**src/rtl/franco_mezzarapa.sv**
```systemverilog
// franco_mezzarapa: serial XOR cipher for a Tiny Tapeout tile.
// An 8-bit key and a 64-bit message are shifted in LSB first on ui_in[0].
// Each message bit is XORed with key bit (i mod 8), and the 64-bit
// ciphertext is shifted back out MSB first on uo_out[0].
//
// Pin map:
//   ui_in[0]  serial data      uo_out[0] serial ciphertext
//   ui_in[1]  load_key         uo_out[1] out_valid (state OUTPUT)
//   ui_in[2]  load_msg         uo_out[2] encrypting (state ENCRYPT)
//
// Handshake: there is no backpressure. A ciphertext bit on uo_out[0] is
// valid in every enabled cycle where uo_out[1]=1, and a new bit appears
// after each enabled rising edge. While ena=0, every register holds, so
// the current bit and out_valid stay on the pins until ena returns.
//
// The FSM state is visible on uo_out[2:1]: 00 IDLE, 10 ENCRYPT, 01 OUTPUT.
module franco_mezzarapa #(
  parameter int KEY_W = 8,
  parameter int MSG_W = 64
) (
  input  logic       clk,
  input  logic       rst_n,
  input  logic       ena,
  input  logic [7:0] ui_in,
  output logic [7:0] uo_out,
  input  logic [7:0] uio_in,
  output logic [7:0] uio_out,
  output logic [7:0] uio_oe
);

  localparam int CNT_W = $clog2(MSG_W + 1);
  localparam int OUT_W = $clog2(MSG_W);
  localparam logic [CNT_W-1:0] MSG_FULL = CNT_W'(MSG_W);
  localparam logic [OUT_W-1:0] OUT_LAST = OUT_W'(MSG_W - 1);

  typedef enum logic [1:0] {
    IDLE    = 2'd0,
    ENCRYPT = 2'd1,
    OUTPUT  = 2'd2
  } state_t;

  state_t state;
  state_t state_next;

  logic [KEY_W-1:0] key;
  logic [MSG_W-1:0] msg;
  logic [MSG_W-1:0] ct;
  logic [CNT_W-1:0] msg_cnt;
  logic [OUT_W-1:0] out_cnt;
  logic             load_msg_q;

  logic serial_in;
  logic load_key;
  logic load_msg;
  logic msg_fall;
  logic unused_ok;

  assign serial_in = ui_in[0];
  assign load_key  = ui_in[1];
  assign load_msg  = ui_in[2];

  // End of a message burst; load_key masks it because key loading wins.
  assign msg_fall = load_msg_q & ~load_msg & ~load_key;

  // Pins this design never looks at.
  assign unused_ok = &{1'b0, uio_in, ui_in[7:3]};

  // State register; ena=0 freezes the FSM.
  always_ff @(posedge clk or negedge rst_n) begin
    if (!rst_n) begin
      state <= IDLE;
    end else if (ena) begin
      state <= state_next;
    end
  end

  // Next-state decode: a complete message starts one encrypt cycle, then
  // exactly MSG_W output cycles follow.
  always_comb begin
    state_next = state;
    unique case (state)
      IDLE: begin
        if (msg_fall && (msg_cnt == MSG_FULL)) begin
          state_next = ENCRYPT;
        end
      end
      ENCRYPT: state_next = OUTPUT;
      OUTPUT: begin
        if (out_cnt == OUT_LAST) begin
          state_next = IDLE;
        end
      end
      default: state_next = IDLE;
    endcase
  end

  // Datapath: key/message shifters, ciphertext register and counters.
  always_ff @(posedge clk or negedge rst_n) begin
    if (!rst_n) begin
      key        <= '0;
      msg        <= '0;
      ct         <= '0;
      msg_cnt    <= '0;
      out_cnt    <= '0;
      load_msg_q <= 1'b0;
    end else if (ena) begin
      load_msg_q <= load_msg;
      unique case (state)
        IDLE: begin
          if (load_key) begin
            key <= {serial_in, key[KEY_W-1:1]};
          end else if (load_msg) begin
            msg <= {serial_in, msg[MSG_W-1:1]};
            if (msg_cnt != MSG_FULL) begin
              msg_cnt <= msg_cnt + 1'b1;
            end
          end else if (msg_fall && (msg_cnt != MSG_FULL)) begin
            // Short burst: throw the partial count away.
            msg_cnt <= '0;
          end
        end
        ENCRYPT: begin
          // Replicating the key byte lines key bit (i mod 8) up with msg bit i.
          ct      <= msg ^ {(MSG_W / KEY_W){key}};
          out_cnt <= '0;
          msg_cnt <= '0;
        end
        OUTPUT: begin
          out_cnt <= out_cnt + 1'b1;
        end
        default: ;
      endcase
    end
  end

  // Outputs decode straight from registered state; ui_in never reaches uo_out.
  always_comb begin
    uo_out    = 8'h00;
    uo_out[2] = (state == ENCRYPT);
    uo_out[1] = (state == OUTPUT);
    uo_out[0] = (state == OUTPUT) & ct[OUT_LAST - out_cnt];
    uio_out   = 8'h00;
    uio_oe    = 8'h00;
  end

endmodule

```
**config.mk**
```make
export PLATFORM = sky130hd
export DESIGN_NAME = franco_mezzarapa
export DESIGN_NICKNAME = d
export VERILOG_FILES = /design/src/rtl/franco_mezzarapa.sv
export SDC_FILE = /design/constraint.sdc
export NUM_CORES = 1
export LEC_CHECK = 0
export ABC_AREA = 1
export CAP_MARGIN = 30
export CORE_ASPECT_RATIO = 1.25
export CORE_MARGIN = 4
export CORE_UTILIZATION = 45
export DETAILED_ROUTE_END_ITERATION = 16
export PLACE_DENSITY = 0.65
export SLEW_MARGIN = 20
export SYNTH_ARGS = -nofsm -noshare
export SYNTH_HDL_FRONTEND = slang
export SYNTH_SLANG_ARGS = --single-unit
```
**constraint.sdc**
```tcl
create_clock -name clk -period 1.8 [get_ports clk]
set_clock_uncertainty 0.05 [all_clocks]
set_input_delay 0.45 -clock clk [delete_from_list [all_inputs] [get_ports clk]]
set_output_delay 0.45 -clock clk [all_outputs]
set_load 0.1 [all_outputs]
```
==> flow_summary.html <==
<table>
<tr><th>Metric</th><th>Value</th></tr>
<tr><th colspan="2">Drt</th></tr>
<tr><td>Routed WL per cell</td><td>17.3 microns</td></tr>
<tr><td>Length of routed wiring on met1</td><td>8410 microns</td></tr>
<tr><td>Number of iterations in the first detailed-routing pass</td><td>4</td></tr>
<tr><td>Via Count</td><td>5,842</td></tr>
<tr><td>Vias per std cell</td><td>5.15</td></tr>
<tr><td>Drc violations</td><td>0</td></tr>
<tr><td>Met3 Routed Length</td><td>727 microns</td></tr>
<tr><td>Top routing layer used</td><td>met4</td></tr>
<tr><td>Initial drt markers</td><td>319</td></tr>
<tr><td>Detail Route Antenna Nets</td><td>0</td></tr>
<tr><td>Total length of routed wires</td><td>19,600 microns</td></tr>
<tr><td>Met2 wirelength from detailed routing</td><td>10,000 microns</td></tr>
<tr><th colspan="2">Yosys</th></tr>
<tr><td>Adder-cell area share of the yosys netlist</td><td>1.03%</td></tr>
<tr><td>Post-Synth Simple-Gate Area</td><td>16.9%</td></tr>
<tr><td>Number of instances in the synthesized netlist</td><td>854</td></tr>
<tr><td>Primary flip-flop cell chosen by synthesis mapping</td><td>dfrtp_1</td></tr>
<tr><td>Proportion of synthesized area in mux cells</td><td>0.362%</td></tr>
<tr><td>Total of flip-flops plus latches after synthesis</td><td>152</td></tr>
<tr><td>Share of async-settable or async-resettable flops after synthesis</td><td>100%</td></tr>
<tr><td>Synth warn</td><td>0</td></tr>
<tr><td>Netlist area before placement</td><td>7270 sq um</td></tr>
<tr><td>Number of enable-type register cells in the synthesized netlist</td><td>0</td></tr>
<tr><td>Dominant combinational cell family by area after synthesis</td><td>simple AND/OR/NAND/NOR gates</td></tr>
<tr><td>Library cells used by synthesis</td><td>26</td></tr>
<tr><td>Post-synthesis area per instance</td><td>8.51 sq um</td></tr>
<tr><td>Compound-Gate Fraction of Synth Area</td><td>12.2%</td></tr>
<tr><td>Sequential share of the synthesized area</td><td>52.3%</td></tr>
<tr><td>XOR/XNOR share of the synthesized area</td><td>7.71%</td></tr>
<tr><th colspan="2">Clock tree</th></tr>
<tr><td>CTS tree</td><td>done</td></tr>
<tr><td>CTS H-tree depth</td><td>4</td></tr>
<tr><td>Clk slew on worst S/H paths</td><td>60 ps</td></tr>
<tr><td>Buffer levels on the longest clock path</td><td>2</td></tr>
<tr><td>Clock latency on the worst-skew pair</td><td>430 ps</td></tr>
<tr><td>Total CTS buffers</td><td>17</td></tr>
<tr><td># clock sinks</td><td>152</td></tr>
<tr><td>Clk root buf</td><td>clkbuf_16</td></tr>
<tr><th colspan="2">Power</th></tr>
<tr><td>Maximum resistive drop on vdd</td><td>953 uV</td></tr>
<tr><td>Static Leak</td><td>0.00447 uW</td></tr>
<tr><td>Power Density</td><td>1850 nW/um^2</td></tr>
<tr><th colspan="2">Floorplanning</th></tr>
<tr><td>Die Area</td><td>18,300 sq um</td></tr>
<tr><td>Vertical die dimension</td><td>150 microns</td></tr>
<tr><td>Initial Utilization</td><td>46.3%</td></tr>
<tr><td>Row cnt</td><td>51</td></tr>
<tr><td>Die extent in x</td><td>122 microns</td></tr>
<tr><td># IOs</td><td>43</td></tr>
<tr><td>Core footprint</td><td>15,700 sq um</td></tr>
<tr><th colspan="2">Setup path</th></tr>
<tr><td>Data required time of the worst path</td><td>1300 ps</td></tr>
<tr><td>Endpoint type of the worst setup path</td><td>output pin</td></tr>
<tr><td>Critical-path cell with the highest stage delay</td><td>dfrtp_2</td></tr>
<tr><td>Crit path largest cell delay</td><td>450 ps</td></tr>
<tr><td>Crit-path cells</td><td>clkbuf_16, clkinv_16, nand2_1, nand2_1, nand2_1, nand3_1, nand3_1, nand2_1, nand3_2, a21oi_4, buf_12</td></tr>
<tr><td>WS Path Type</td><td>flip-flop to output pin</td></tr>
<tr><td>Maximum fanout along the worst path</td><td>16</td></tr>
<tr><td>Startpoint types</td><td>flip-flop</td></tr>
<tr><td>Most repeated library cell on the critical path</td><td>nand2_1</td></tr>
<tr><td>Data arrival at the endpoint of the critical path</td><td>2070 ps</td></tr>
<tr><th colspan="2">STA</th></tr>
<tr><td>Worst path setup slack after routing</td><td>-766 ps</td></tr>
<tr><td>Worst slew margin</td><td>58.1%</td></tr>
<tr><td>Total setup violations reported at the end of the flow</td><td>72</td></tr>
<tr><td>Period utilisation layout</td><td>143%</td></tr>
<tr><td>Hold violation count in the final report</td><td>0</td></tr>
<tr><td>Count of final max-slew check failures</td><td>0</td></tr>
<tr><td>Time the final worst path needs with I/O delays and setup</td><td>2570 ps</td></tr>
<tr><td>Worst slew pin tran</td><td>628 ps</td></tr>
<tr><td>Maximum frequency from static timing analysis</td><td>0.390 GHz</td></tr>
<tr><td>Hold Worst Slack</td><td>434 ps</td></tr>
<tr><td>Setup repair after global routing missed its margin</td><td>yes</td></tr>
<tr><th colspan="2">Place</th></tr>
<tr><td>Area of placed instances</td><td>7840 sq um</td></tr>
<tr><td>Final weighted congestion in routability-driven placement</td><td>0.836</td></tr>
<tr><td>Half-perimeter wire length after detailed placement</td><td>10,900 microns</td></tr>
<tr><td>I/O Buffers</td><td>8</td></tr>
<tr><th colspan="2">Global route</th></tr>
<tr><td>Total grt overflow</td><td>0</td></tr>
<tr><td>Global-route usage over all layers</td><td>18.8%</td></tr>
<tr><td>Wire length of the first global-routing pass</td><td>26,700 microns</td></tr>
<tr><td>Via count of the first global-routing pass</td><td>5,297</td></tr>
<tr><td>Pin count of the biggest net entering global routing</td><td>66</td></tr>
<tr><td>Number of antenna violations at the first check in global routing</td><td>0</td></tr>
<tr><th colspan="2">Cells and area</th></tr>
<tr><td>Layout Nets</td><td>934</td></tr>
<tr><td>Post-synthesis to final-layout area growth</td><td>33.8%</td></tr>
<tr><td>Post-layout instance area</td><td>9720 sq um</td></tr>
<tr><td>Fraction of layout cells with a size suffix above 1</td><td>24.8%</td></tr>
<tr><td>Antenna Diode Count</td><td>0</td></tr>
<tr><th colspan="2">Outcome</th></tr>
<tr><td>Outcome</td><td>finished with violations</td></tr>
<tr><td>Failing checks</td><td>setup timing</td></tr>
<tr><th colspan="2">Hold path</th></tr>
<tr><td>Worst hold path class</td><td>flip-flop to flip-flop</td></tr>
<tr><th colspan="2">Run</th></tr>
<tr><td>Number of violations of the max-capacitance limit</td><td>0</td></tr>
</table>
==> area by class of cell <==
cell class / count / area (sq um)
flip-flops and latches: 152 / 3810
fillers: 1224 / 5980
repair inverters: 1 / 11.3
repair buffers: 84 / 1250
clock inverters: 14 / 219
multi-input cells: 577 / 3410
well taps: 212 / 265
clock buffers: 18 / 439
inverters: 76 / 322
==> report_power, final <==
group / total (uW) / internal [uW] / switching (uW)
registers: 6770 / 4950 / 1820
clock network: 3990 / 2510 / 1480
logic: 7270 / 3470 / 3790
==> placed cells by master (no fill, tap or decap), drive strengths merged <==
| cell type | n |
|---|---|
| nand2 | 195 |
| dfrtp | 152 |
| o21ai | 120 |
| inv | 79 |
| nor2 | 66 |
| buf | 65 |
| xnor2 | 64 |
| a21oi | 46 |
| nand3 | 41 |
| clkbuf | 32 |
| conb | 21 |
| nor3 | 6 |
| ha | 6 |
| bufinv | 5 |
| clkinv | 5 |
| clkdlybuf4s50 | 4 |
| o22ai | 2 |
| o21a | 2 |
| or3 | 2 |
| clkinvlp | 2 |
| mux2 | 2 |
| a211oi | 1 |
| o211ai | 1 |
| a31oi | 1 |
| nor4 | 1 |
| dlygate4sd3 | 1 |
==> synthesized netlist by cell type (2+ instances only) <==
library cell | n | area (sq um)
buf_2 | 9 | 45.0
xnor2_1 | 64 | 561
inv_1 | 74 | 278
ha_1 | 6 | 75.1
clkbuf_1 | 33 | 124
o21a_1 | 2 | 15.0
inv_2 | 2 | 7.51
buf_4 | 23 | 173
o21ai_0 | 120 | 601
a21oi_1 | 44 | 220
a21oi_2 | 2 | 17.5
buf_6 | 5 | 56.3
nor2_1 | 66 | 248
nor3_1 | 6 | 30.0
dfrtp_1 | 152 | 3800
nand3_1 | 41 | 205
o22ai_1 | 2 | 12.5
nand2_1 | 195 | 732
==> sequential cells by signal, indices dropped and copies added (netlist names) <==
register	flops
load_msg_q	1
msg_cnt	7
state	2
ct	64
key	8
msg	64
out_cnt	6
==> layer usage <==
metal / vias to the layer above / track usage (%)
met1: 2858 / 24.0
met5: - / 0
met4: 0 / 5.89
met2: 140 / 32.3
met3: 46 / 3.82
li1: 2798 / -
==> worst max-delay path, delay by kind of cell, from the launching register on <==
family | cells | cell delay [ps]
buffers and inverters | 3 | 450
DFF | 1 | 450
AOI/OAI and AO/OA | 1 | 180
and+or+nand+nor | 7 | 560
==> stage by stage <==
stage | util (%) | instances | power (uW) | setup slack [ps] | setup TNS (ps)
2_1_floorplan | - | 874 | 10500 | -394 | -408
3_3_place_gp | 49.9 | 1064 | 12000 | -364 | -16900
3_5_place_dp | 49.9 | 1064 | 12200 | -386 | -15970
4_1_cts | 55.3 | 1106 | 16500 | -754 | -1040
5_1_grt | 61.9 | 1134 | 19200 | -855 | -11080
6_report | 61.9 | 1134 | 18000 | -766 | -7060
==> worst paths after layout <==
path,cells after the start,slack [ps],to,from
max in group asynchronous,3,730,ct[7],rst_n
max reg2reg,10,-170,msg[35],state[0]
min reg2reg,2,430,ct[36],ct[36]
min,2,430,ct[36],ct[36]
min in group asynchronous,2,450,msg_cnt[5],rst_n
max,11,-770,uo_out[0],out_cnt[0]
==> cells by family (layout without fill, tap and decap cells) <==
logic type                 count (synthesis)  count (layout)
and+or+nand+nor                          310             311
AOI/OAI and AO/OA                        173             173
adders and majority gates                  6               6
muxes                                      2               2
buffers and inverters                    146             193
other                                      1              21
DFF                                      152             152
xor gates and xnor gates                  64              64
==> timing repair <==
action | CTS | global route
buffers inserted | 9 | 10
gates resized for setup | 23 | 193
pin swaps | 5 | 26
cloned | 0 | 20
setup endpoints to repair | 9 | 78
hold endpoints to repair | 28 | 0
hold buffers | 1 | 0
(Power assumes the default switching activity.)
